`src/rtl/input_queue.sv`:
```
// input_queue: CPU input front end, the counterpart of the PC/SP display path.
// A raw push-button is synchronized and debounced. Each confirmed press captures
// the synchronized switch bank into a small FIFO, which the CPU drains one entry
// per rd_en pulse. The head entry is always presented on rd_data (show-ahead).
//
// Ports:
//   clk      - system clock, all state lives here
//   rst_n    - asynchronous active-low reset
//   btn_n    - raw push-button, active-low, asynchronous
//   sw       - raw switch bank [IN_WIDTH], asynchronous
//   rd_en    - single-cycle pop request
//   ovf_clr  - clears the sticky overflow flag
//   rd_data  - head entry, zero when empty [DATA_WIDTH]
//   empty    - FIFO holds no entries
//   full     - FIFO holds 2**DEPTH_LOG2 entries
//   count    - number of stored entries [DEPTH_LOG2+1]
//   overflow - sticky, a press was dropped while full
//   press    - one-cycle pulse per accepted press
module input_queue #(
  parameter int IN_WIDTH        = 4,
  parameter int DATA_WIDTH      = 16,
  parameter int DEPTH_LOG2      = 3,
  parameter int DEBOUNCE_CYCLES = 1_000_000
) (
  input  logic                  clk,
  input  logic                  rst_n,
  input  logic                  btn_n,
  input  logic [IN_WIDTH-1:0]   sw,
  input  logic                  rd_en,
  input  logic                  ovf_clr,
  output logic [DATA_WIDTH-1:0] rd_data,
  output logic                  empty,
  output logic                  full,
  output logic [DEPTH_LOG2:0]   count,
  output logic                  overflow,
  output logic                  press
);

  localparam int DEPTH = 1 << DEPTH_LOG2;
  localparam int CNT_W = (DEBOUNCE_CYCLES > 2) ? $clog2(DEBOUNCE_CYCLES) : 1;
  localparam logic [CNT_W-1:0]      DB_LAST   = CNT_W'(DEBOUNCE_CYCLES - 1);
  localparam logic [CNT_W-1:0]      DB_ONE    = CNT_W'(1'b1);
  localparam logic [DEPTH_LOG2-1:0] PTR_ONE   = DEPTH_LOG2'(1'b1);
  localparam logic [DEPTH_LOG2:0]   CNT_ONE   = (DEPTH_LOG2 + 1)'(1'b1);
  localparam logic [DEPTH_LOG2:0]   DEPTH_CNT = (DEPTH_LOG2 + 1)'(DEPTH);

  // Synchronizers (button idles released = 1)
  logic                  r_btn_s1, r_btn_s2;
  logic [IN_WIDTH-1:0]   r_sw_s1, r_sw_s2;
  // Debounce state: r_db_btn uses btn_n polarity (1 = released)
  logic                  r_db_btn;
  logic [CNT_W-1:0]      r_db_cnt;
  logic                  r_press;
  // FIFO storage and bookkeeping
  logic [DATA_WIDTH-1:0] r_mem [DEPTH];
  logic [DEPTH_LOG2-1:0] r_wr_ptr, r_rd_ptr;
  logic [DEPTH_LOG2:0]   r_count;
  logic                  r_empty, r_full, r_overflow;
  logic [DATA_WIDTH-1:0] r_rd_data;

  logic                  w_differ, w_settle, w_press_evt;
  logic                  w_push, w_pop, w_drop;
  logic [DATA_WIDTH-1:0] w_wdata;
  logic [DEPTH_LOG2-1:0] w_rd_ptr_next;
  logic [DEPTH_LOG2:0]   w_count_next;
  logic [DATA_WIDTH-1:0] w_head_next;

  // Two-flop synchronizers for the button and switch bank
  always_ff @(posedge clk or negedge rst_n) begin
    if (!rst_n) begin
      r_btn_s1 <= 1'b1;
      r_btn_s2 <= 1'b1;
      r_sw_s1  <= '0;
      r_sw_s2  <= '0;
    end else begin
      r_btn_s1 <= btn_n;
      r_btn_s2 <= r_btn_s1;
      r_sw_s1  <= sw;
      r_sw_s2  <= r_sw_s1;
    end
  end

  // Debounce decode: a level change is accepted after DEBOUNCE_CYCLES
  // consecutive differing samples; only the released->pressed flip is a press.
  always_comb begin
    w_differ    = r_btn_s2 ^ r_db_btn;
    w_settle    = w_differ && (r_db_cnt == DB_LAST);
    w_press_evt = w_settle && !r_btn_s2;
  end

  // Debounce counter, debounced level and the registered press pulse
  always_ff @(posedge clk or negedge rst_n) begin
    if (!rst_n) begin
      r_db_btn <= 1'b1;
      r_db_cnt <= '0;
      r_press  <= 1'b0;
    end else begin
      r_press <= w_press_evt;
      if (!w_differ) begin
        r_db_cnt <= '0;
      end else if (w_settle) begin
        r_db_btn <= r_btn_s2;
        r_db_cnt <= '0;
      end else begin
        r_db_cnt <= r_db_cnt + DB_ONE;
      end
    end
  end

  // FIFO control. A push into a full FIFO is only legal when a pop frees a
  // slot in the same cycle. The next head is computed here so rd_data can be
  // a register: it bypasses the write when the pushed slot becomes the head.
  always_comb begin
    w_push  = r_press && (!r_full || rd_en);
    w_pop   = rd_en && !r_empty;
    w_drop  = r_press && r_full && !rd_en;
    w_wdata = DATA_WIDTH'(r_sw_s2);
    if (w_pop) begin
      w_rd_ptr_next = r_rd_ptr + PTR_ONE;
    end else begin
      w_rd_ptr_next = r_rd_ptr;
    end
    if (w_push && !w_pop) begin
      w_count_next = r_count + CNT_ONE;
    end else if (!w_push && w_pop) begin
      w_count_next = r_count - CNT_ONE;
    end else begin
      w_count_next = r_count;
    end
    if (w_count_next == '0) begin
      w_head_next = '0;
    end else if (w_push && (r_wr_ptr == w_rd_ptr_next)) begin
      w_head_next = w_wdata;
    end else begin
      w_head_next = r_mem[w_rd_ptr_next];
    end
  end

  // FIFO storage, pointers, status flags and sticky overflow
  always_ff @(posedge clk or negedge rst_n) begin
    if (!rst_n) begin
      for (int i = 0; i < DEPTH; i++) begin
        r_mem[i] <= '0;
      end
      r_wr_ptr   <= '0;
      r_rd_ptr   <= '0;
      r_count    <= '0;
      r_empty    <= 1'b1;
      r_full     <= 1'b0;
      r_overflow <= 1'b0;
      r_rd_data  <= '0;
    end else begin
      if (w_push) begin
        r_mem[r_wr_ptr] <= w_wdata;
        r_wr_ptr        <= r_wr_ptr + PTR_ONE;
      end
      r_rd_ptr  <= w_rd_ptr_next;
      r_count   <= w_count_next;
      r_empty   <= (w_count_next == '0);
      r_full    <= (w_count_next == DEPTH_CNT);
      r_rd_data <= w_head_next;
      // Set wins over clear so a coincident drop is never lost
      if (w_drop) begin
        r_overflow <= 1'b1;
      end else if (ovf_clr) begin
        r_overflow <= 1'b0;
      end
    end
  end

  assign rd_data  = r_rd_data;
  assign empty    = r_empty;
  assign full     = r_full;
  assign count    = r_count;
  assign overflow = r_overflow;
  assign press    = r_press;

endmodule
```
`config.mk`:
```
export PLATFORM = sky130hd
export DESIGN_NAME = input_queue
export DESIGN_NICKNAME = d
export VERILOG_FILES = /design/src/rtl/input_queue.sv
export SDC_FILE = /design/constraint.sdc
export NUM_CORES = 1
export LEC_CHECK = 0
export ABC_AREA = 1
export BUFFER_PORTS_ARGS = -buffer_cell sky130_fd_sc_hd__buf_2
export CAP_MARGIN = 20
export CORE_UTILIZATION = 64
export DETAILED_ROUTE_END_ITERATION = 8
export PLACE_DENSITY = 0.87
export SYNTH_ARGS = -nofsm -noshare
export SYNTH_HDL_FRONTEND = slang
export SYNTH_SLANG_ARGS = --single-unit
export TNS_END_PERCENT = 1
```
`constraint.sdc`:
```
create_clock -name clk -period 3.27 [get_ports clk]
set_input_delay 0.327 -clock clk [delete_from_list [all_inputs] [get_ports clk]]
set_output_delay 0.327 -clock clk [all_outputs]
set_load 0.03 [all_outputs]
```
==> report_table.html, run 1 <==
<table>
<tr><th>Metric</th><th>Value</th></tr>
<tr><th colspan="2">Timing</th></tr>
<tr><td>Crit share post-route</td><td>0.587</td></tr>
<tr><td>Fmax</td><td>521 MHz</td></tr>
<tr><td>Setup total negative slack</td><td>0 ps</td></tr>
<tr><td>Final count of hold timing violations</td><td>0</td></tr>
<tr><td>Clock period minus final worst setup slack</td><td>1920 ps</td></tr>
<tr><td>Worst Skew</td><td>~9.6 ps</td></tr>
<tr><td>Number of failing setup endpoints in the final timing report</td><td>0</td></tr>
<tr><td>Setup repair after global routing missed its margin</td><td>false</td></tr>
<tr><td>Number of pins with negative max-slew slack in the final report</td><td>0</td></tr>
<tr><th colspan="2">Power</th></tr>
<tr><td>Sw Pwr</td><td>between 0.001 and 0.0015 W</td></tr>
<tr><td>Internal power</td><td>~0.0017 W</td></tr>
<tr><td>Max IR drop VDD</td><td>between 0.5 and 0.6 mV</td></tr>
<tr><td>Areal power density over the cells</td><td>642 nW/um^2</td></tr>
<tr><td>Switching share of total power</td><td>0.383</td></tr>
<tr><td>Proportion of power drawn by combinational gates</td><td>0.328</td></tr>
<tr><td>Total leakage power</td><td>around 2.2 nW</td></tr>
<tr><td>Seq pwr share</td><td>0.412</td></tr>
<tr><td>Clock network power share</td><td>0.260</td></tr>
<tr><td>Total power after layout</td><td>0.00280 W</td></tr>
<tr><th colspan="2">CTS</th></tr>
<tr><td>Gates resized, CTS repair</td><td>0</td></tr>
<tr><td>Clock-pin slew on the worst setup and hold paths</td><td>around 80 ps</td></tr>
<tr><td>Number of clock buffers inserted by TritonCTS</td><td>9</td></tr>
<tr><td>Num Clock Sinks</td><td>81</td></tr>
<tr><td>TritonCTS clock tree</td><td>built</td></tr>
<tr><td>Clock latency on the worst-skew pair</td><td>350 ps</td></tr>
<tr><td>Number of H-tree branching levels</td><td>3</td></tr>
<tr><td>Clock tree buffer depth</td><td>2</td></tr>
<tr><td>Root buffer cell</td><td>clkbuf_8</td></tr>
<tr><td>Post-CTS Repair Setup Buffers</td><td>0</td></tr>
<tr><th colspan="2">Routing</th></tr>
<tr><td>Vias per inst</td><td>5.56</td></tr>
<tr><td>Final Routed Wirelength</td><td>~8600 um</td></tr>
<tr><td>Final routed DRC violation total</td><td>0</td></tr>
<tr><td>Final antenna-violating net count</td><td>0</td></tr>
<tr><td>First-pass iteration count of the detailed router</td><td>5</td></tr>
<tr><td>Routed length per placed instance</td><td>14.4 um</td></tr>
<tr><td>Via count</td><td>3337</td></tr>
<tr><td>Starting DRC count in detailed routing</td><td>261</td></tr>
<tr><th colspan="2">Global routing</th></tr>
<tr><td>Overall track demand over capacity in global routing</td><td>0.284</td></tr>
<tr><td>Number of antenna violations at the first check in global routing</td><td>0</td></tr>
<tr><td>Wire length of the first global-routing pass</td><td>13900 um</td></tr>
<tr><td>Total global routing overflow</td><td>0</td></tr>
<tr><td>Pin count of the biggest net entering global routing</td><td>82</td></tr>
<tr><td>Vias in the first global route</td><td>3075</td></tr>
<tr><th colspan="2">Synth</th></tr>
<tr><td>Cell count after synthesis</td><td>a little under 500</td></tr>
<tr><td>Count of flip-flops with a built-in enable after synthesis</td><td>0</td></tr>
<tr><td>Netlist cell types</td><td>31</td></tr>
<tr><td>Count of state elements after synthesis</td><td>81</td></tr>
<tr><td>Yosys warns</td><td>0</td></tr>
<tr><td>Mean post-synth cell area</td><td>8.14 um^2</td></tr>
<tr><td>Async set or reset register ratio after synthesis</td><td>1.00</td></tr>
<tr><td>Share of the yosys chip area belonging to registers</td><td>0.508</td></tr>
<tr><td>Most instantiated flip-flop cell in the synthesis netlist</td><td>dfrtp_1</td></tr>
<tr><td>Post-synthesis instance area</td><td>4000 um^2</td></tr>
<tr><th colspan="2">Place</th></tr>
<tr><td>DP Wirelength</td><td>5720 um</td></tr>
<tr><td>Routability congestion estimate from global placement</td><td>roughly 0.89</td></tr>
<tr><td>Post-DP Area</td><td>4120 um^2</td></tr>
<tr><td>Port Buf Inserts</td><td>20</td></tr>
<tr><th colspan="2">Layout</th></tr>
<tr><td>Layout filler cell count</td><td>423</td></tr>
<tr><td>Share of post-route cells with drive strength above 1</td><td>0.124</td></tr>
<tr><td>Area of the multi-input gates</td><td>approximately 1700 um^2</td></tr>
<tr><td>Commonest cells after routing, fill and taps aside</td><td>nand2_1, dfrtp_1, nor2_1, inv_1, nand3_1</td></tr>
<tr><td>Final Core Density</td><td>0.731</td></tr>
<tr><td>Sequential Area</td><td>~2000 um^2</td></tr>
<tr><td>Nets</td><td>534</td></tr>
<tr><td>Signed area change from the synthesized netlist to the final layout</td><td>8.89%</td></tr>
<tr><td>Final instance area</td><td>4350 um^2</td></tr>
<tr><td>Antenna diode count</td><td>0</td></tr>
<tr><td>Commonest non-fill, non-tap cell in the layout</td><td>nand2_1</td></tr>
<tr><th colspan="2">Run</th></tr>
<tr><td>Count of max-cap constraint violations</td><td>0</td></tr>
<tr><th colspan="2">Floorplan</th></tr>
<tr><td>Number of top-level pins</td><td>33</td></tr>
<tr><td>Initial Util</td><td>0.671</td></tr>
<tr><td>Placement row count</td><td>28</td></tr>
<tr><td>Core area</td><td>5960 um^2</td></tr>
<tr><td>Die boundary width</td><td>81.0 um</td></tr>
<tr><td>Area of the die</td><td>6570 um^2</td></tr>
<tr><td>Die outline height</td><td>81.0 um</td></tr>
<tr><th colspan="2">Worst hold path</th></tr>
<tr><td>Type of the most critical hold path</td><td>primary input to flop</td></tr>
<tr><th colspan="2">Setup path</th></tr>
<tr><td>Highest-delay cell along the critical path</td><td>dfrtp_1</td></tr>
<tr><td>Setup crit end kind</td><td>flop</td></tr>
<tr><td>Total buffers and inverters traversed by the critical path</td><td>0</td></tr>
<tr><td>Worst-path maximum fanout</td><td>11</td></tr>
<tr><td>Path type of the worst setup path</td><td>flop to flop</td></tr>
<tr><td>CP Data Arrival Time</td><td>2190 ps</td></tr>
<tr><td>Family with the most delay on the worst path</td><td>simple AND/OR/NAND/NOR gates</td></tr>
<tr><td>Critical path required time</td><td>3540 ps</td></tr>
<tr><td>R2r setup slk</td><td>1350 ps</td></tr>
<tr><td>Ordered list of cells on the worst path</td><td>ha_1 &gt; nand3_1 &gt; nand2_1 &gt; nand2_1 &gt; nand2_1 &gt; nor2_4 &gt; nand2_2 &gt; nand2_1 &gt; nor2_1 &gt; nor2_1</td></tr>
<tr><td>Kind of start point of the critical path</td><td>flop</td></tr>
<tr><td>Maximum cell stage delay along the critical path</td><td>430 ps</td></tr>
<tr><td>Library cell appearing most often on the critical path</td><td>nand2_1</td></tr>
<tr><th colspan="2">Status</th></tr>
<tr><td>Result of the run</td><td>completed</td></tr>
</table>
==> worst paths after layout <==
check / from / to / depth (start not counted)
worst max-delay path: r_rd_ptr[0]$_DFF_PN0_ / rd_data[0]$_DFF_PN0_ / 10
worst min-delay path: btn_n / r_btn_s1$_DFF_PN1_ / 1
worst max register to register: r_rd_ptr[0]$_DFF_PN0_ / rd_data[0]$_DFF_PN0_ / 10
worst min register to register: r_sw_s1[3]$_DFF_PN0_ / r_sw_s2[3]$_DFF_PN0_ / 0
max in group asynchronous: rst_n / r_btn_s2$_DFF_PN1_ / 3
min in group asynchronous: rst_n / count[1]$_DFF_PN0_ / 2
==> cells in the mapped netlist, types with 3 or more instances <==
library cell	count	area (um^2)
ha_1	5	62.6
inv_1	51	191
nand3b_1	3	22.5
nor3_1	8	40.0
nor2_2	3	18.8
nand3_1	47	235
o21ai_0	29	145
nor2_4	3	33.8
inv_2	4	15.0
nand2_1	119	447
dfrtp_1	77	1930
nand4_1	7	43.8
a21oi_1	21	105
nand2_2	6	37.5
dfstp_2	4	105
nor2_1	65	244
xor2_1	9	78.8
buf_4	14	105
==> timing repair <==
action                     in CTS  in global routing
hold buffers                    0                  1
hold endpoints to repair        0                  6
setup endpoints to repair       0                  0
==> state kept, by name, indices dropped and copies added (netlist names) <==
name and flops:
r_sw_s1 4, r_sw_s2 4, r_mem 32, r_btn_s1 1
r_db_btn 1, r_rd_ptr 3, press 1, r_db_cnt 20
rd_data 4, r_btn_s2 1, overflow 1, count 4
empty 1, r_wr_ptr 3, full 1
==> worst reg2reg max path, cell delays in order (launching register included) <==
cell,delay (ps)
dfrtp_1,430
ha_1,320
nand3_1,110
nand2_1,290
nand2_1,150
nand2_1,100
nor2_4,140
nand2_2,80
nand2_1,70
nor2_1,40
nor2_1,120
==> per-layer routing <==
layer | up-vias | GRT usage | wire length [um]
met5 | - | 0 | 0
met4 | 0 | 0.161 | 304
met3 | 35 | 0.0596 | 662
met2 | 174 | 0.445 | 4010
met1 | 1530 | 0.367 | 3670
li1 | 1598 | - | -
==> cell families (layout without fill, tap and decap cells) <==
| kind of cell | after synthesis | count (layout) | synth area share |
|---|---|---|---|
| buffers and inverters | 71 | 94 | 0.0823 |
| AO/OA/AOI/OAI | 52 | 52 | 0.0664 |
| XOR/XNOR | 10 | 10 | 0.0219 |
| flip-flops | 81 | 81 | 0.508 |
| AND/OR/NAND/NOR | 271 | 271 | 0.305 |
| other | 1 | 12 | 0.000938 |
| adder cells (fa/ha/maj) | 5 | 5 | 0.0156 |
==> power by group through the flow <==
stage | Sequential, W | Combinational (W) | Clock [W]
after detailed placement | 0.00117 | 0.000875 | 0
after global placement | 0.00116 | 0.000842 | 0
after CTS | 0.00115 | 0.000892 | 0.000732
final | 0.00115 | 0.000916 | 0.000727
after floorplan | 0.00126 | 0.000614 | 0
after global routing | 0.00116 | 0.00102 | 0.000772
==> layout make-up <==
cell class / instances / area share
repair buffers: 22 / 0.0322
flip-flops and latches: 81 / 0.467
inverters: 56 / 0.0489
clock inverters: 5 / 0.0126
multi-input cells: 350 / 0.385
well taps: 75 / 0.0216
clock buffers: 11 / 0.0325
==> per-stage QoR <==
step	instances	setup WS [ps]	hold WS [ps]
final	600	1350	72.8
after global routing	600	1170	66.3
after CTS	598	1390	65.0
after detailed placement	582	1410	336
after global placement	582	1480	332
after floorplan	502	1590	31.4
No activity file was read; power rests on OpenSTA's default activity.
==> inputs of run 2 (changes only) <==
Settings changed: CORE_UTILIZATION 64 to 59, PLACE_DENSITY 0.87 to 0.81.
Clock period 3.27 ns to 1.9 ns, I/O delays scaled along.
==> report_table.html, run 2 (synthesized netlist as in run 1, its figures left out) <==
<table>
<tr><th>Metric</th><th>Value</th></tr>
<tr><th colspan="2">Status</th></tr>
<tr><td>Result of the run</td><td>finished, violations left</td></tr>
<tr><td>Failing checks</td><td>design-rule violations</td></tr>
<tr><th colspan="2">CTS</th></tr>
<tr><td>Clock tree buffer depth</td><td>2</td></tr>
<tr><td>Post-CTS Repair Setup Buffers</td><td>0</td></tr>
<tr><td>Clock-pin slew on the worst setup and hold paths</td><td>80 ps</td></tr>
<tr><td>Num Clock Sinks</td><td>81</td></tr>
<tr><td>Clock latency on the worst-skew pair</td><td>360 ps</td></tr>
<tr><td>Root buffer cell</td><td>clkbuf_8</td></tr>
<tr><td>Number of clock buffers inserted by TritonCTS</td><td>9</td></tr>
<tr><td>Number of H-tree branching levels</td><td>3</td></tr>
<tr><td>TritonCTS clock tree</td><td>built</td></tr>
<tr><th colspan="2">Setup path</th></tr>
<tr><td>Setup crit end kind</td><td>flop</td></tr>
<tr><td>Worst-path maximum fanout</td><td>11</td></tr>
<tr><td>Library cell appearing most often on the critical path</td><td>nand2_1</td></tr>
<tr><td>Critical path required time</td><td>2150 ps</td></tr>
<tr><td>Highest-delay cell along the critical path</td><td>dfstp_2</td></tr>
<tr><td>Ordered list of cells on the worst path</td><td>inv_1 &gt; nand2_2 &gt; nand2_1 &gt; nand2_4 &gt; nand2_1 &gt; nand2_1 &gt; nor2_4 &gt; nand2_2 &gt; nand2_1 &gt; nor2_1 &gt; nor2_1</td></tr>
<tr><td>Path type of the worst setup path</td><td>flop to flop</td></tr>
<tr><td>Kind of start point of the critical path</td><td>flop</td></tr>
<tr><td>Maximum cell stage delay along the critical path</td><td>540 ps</td></tr>
<tr><td>CP Data Arrival Time</td><td>1980 ps</td></tr>
<tr><th colspan="2">Floorplan</th></tr>
<tr><td>Die boundary width</td><td>84.3 um</td></tr>
<tr><td>Initial Util</td><td>0.619</td></tr>
<tr><td>Number of top-level pins</td><td>33</td></tr>
<tr><td>Core area</td><td>approximately 6500 um^2</td></tr>
<tr><td>Area of the die</td><td>7110 um^2</td></tr>
<tr><td>Die outline height</td><td>84.3 um</td></tr>
<tr><td>Placement row count</td><td>29</td></tr>
<tr><th colspan="2">Global routing</th></tr>
<tr><td>Wire length of the first global-routing pass</td><td>13800 um</td></tr>
<tr><td>Number of antenna violations at the first check in global routing</td><td>0</td></tr>
<tr><td>Pin count of the biggest net entering global routing</td><td>45</td></tr>
<tr><td>Total global routing overflow</td><td>0</td></tr>
<tr><td>Overall track demand over capacity in global routing</td><td>0.250</td></tr>
<tr><td>Vias in the first global route</td><td>3000</td></tr>
<tr><th colspan="2">Run</th></tr>
<tr><td>Count of max-cap constraint violations</td><td>0</td></tr>
<tr><th colspan="2">Layout</th></tr>
<tr><td>Flip-flop count of the largest register after layout</td><td>32</td></tr>
<tr><td>Final Core Density</td><td>0.694</td></tr>
<tr><td>Commonest non-fill, non-tap cell in the layout</td><td>nand2_1</td></tr>
<tr><td>Largest registers in the final layout</td><td>r_mem: 32 flops, r_db_cnt: 20 flops</td></tr>
<tr><td>Nets</td><td>543</td></tr>
<tr><td>Largest register by flop count</td><td>r_mem</td></tr>
<tr><td>Layout filler cell count</td><td>~500</td></tr>
<tr><td>Signed area change from the synthesized netlist to the final layout</td><td>12.1%</td></tr>
<tr><td>Commonest cells after routing, fill and taps aside</td><td>nand2_1, dfrtp_1, nor2_1, inv_1, nand3_1</td></tr>
<tr><td>Final instance area</td><td>approximately 4500 um^2</td></tr>
<tr><td>Share of post-route cells with drive strength above 1</td><td>0.139</td></tr>
<tr><td>Antenna diode count</td><td>0</td></tr>
<tr><th colspan="2">Timing</th></tr>
<tr><td>Worst Skew</td><td>21.1 ps</td></tr>
<tr><td>Fmax</td><td>about 580 MHz</td></tr>
<tr><td>Setup total negative slack</td><td>0 ps</td></tr>
<tr><td>Number of pins with negative max-slew slack in the final report</td><td>0</td></tr>
<tr><td>Setup repair after global routing missed its margin</td><td>false</td></tr>
<tr><td>Final count of hold timing violations</td><td>0</td></tr>
<tr><td>Slew of the pin with the lowest slew margin</td><td>558 ps</td></tr>
<tr><td>Crit share post-route</td><td>0.908</td></tr>
<tr><td>Clock period minus final worst setup slack</td><td>approximately 1700 ps</td></tr>
<tr><td>Worst rel slew slack</td><td>0.628</td></tr>
<tr><td>Final setup slack of the worst path</td><td>between 150 and 200 ps</td></tr>
<tr><td>Number of failing setup endpoints in the final timing report</td><td>0</td></tr>
<tr><td>Hold_ws</td><td>18.0 ps</td></tr>
<tr><th colspan="2">Place</th></tr>
<tr><td>Post-DP Area</td><td>4170 um^2</td></tr>
<tr><td>Routability congestion estimate from global placement</td><td>a little under 1</td></tr>
<tr><td>DP Wirelength</td><td>between 5000 and 6000 um</td></tr>
<tr><td>Worst setup slack after placement</td><td>60.2 ps</td></tr>
<tr><td>Port Buf Inserts</td><td>20</td></tr>
<tr><th colspan="2">Routing</th></tr>
<tr><td>Final antenna-violating net count</td><td>0</td></tr>
<tr><td>Starting DRC count in detailed routing</td><td>287</td></tr>
<tr><td>Routed length per placed instance</td><td>13.1 um</td></tr>
<tr><td>Final routed DRC violation total</td><td>14</td></tr>
<tr><td>Final Routed Wirelength</td><td>8000 um</td></tr>
<tr><td>Via count</td><td>3257</td></tr>
<tr><td>First-pass iteration count of the detailed router</td><td>7</td></tr>
<tr><td>Vias per inst</td><td>5.33</td></tr>
<tr><th colspan="2">Power</th></tr>
<tr><td>Areal power density over the cells</td><td>~1100 nW/um^2</td></tr>
<tr><td>Total leakage power</td><td>2.22 nW</td></tr>
<tr><td>Max IR drop VDD</td><td>0.561 mV</td></tr>
<tr><th colspan="2">Worst hold path</th></tr>
<tr><td>Type of the most critical hold path</td><td>primary input to flop</td></tr>
</table>
## run 2: path summary, 6_finish.rpt
check                                          to  slack, ps  depth (start not counted)                  from
setup reg to reg             rd_data[1]$_DFF_PN0_        170                         11       empty$_DFF_PN1_
min in group asynchronous  r_db_cnt[18]$_DFF_PN0_        360                          2                 rst_n
max in group asynchronous   r_mem[32]$_DFFE_PN0P_        930                          3                 rst_n
hold / removal               overflow$_DFFE_PN0P_         20                          2               ovf_clr
hold reg to reg              r_sw_s2[3]$_DFF_PN0_        360                          0  r_sw_s1[3]$_DFF_PN0_
setup / recovery             rd_data[1]$_DFF_PN0_        170                         11       empty$_DFF_PN1_
## run 2: layer usage
layer | global-route usage | share of wire | vias up
met5 | 0 | 0 | -
met4 | 0.0815 | 0.0059 | 0
met3 | 0.0531 | 0.051 | 6
met2 | 0.389 | 0.46 | 103
met1 | 0.354 | 0.48 | 1520
li1 | - | - | 1628
## run 2: stage by stage
step                power [W]  std cells
finish                0.00497        611
global route          0.00528        611
CTS                   0.00494        611
detailed placement    0.00352        589
global placement      0.00347        589
floorplan             0.00322        502
## run 2: area by class of cell
type                    instances  area, um^2  share of cell area
flip-flops and latches         81        2030               0.454
multi-input cells             350        1700               0.380
inverters                      56         213              0.0475
well taps                      77        96.3              0.0215
clock inverters                 7         100              0.0223
repair buffers                 31         213              0.0475
clock buffers                   9         124              0.0277
## run 2: power breakdown
part | internal (W) | switching [W]
sequential | 0.00187 | 0.000101
clock | 0.000749 | 0.000663
combinational | 0.000489 | 0.00110
total | 0.00311 | 0.00186
## run 2: worst max-delay path: cells and delay by family, from the launching register on
family	cells	cell delay, ps
flops	1	540
buf+inv	1	80
simple gates	10	1000
## run 2: repair_timing
| item | 4_1_cts | 5_1_grt |
|---|---|---|
| hold buffers | 6 | 0 |
| endpoints found under the setup margin | 0 | 4 |
| hold endpoints to repair | 44 | 0 |
| gates resized for setup | 0 | 6 |
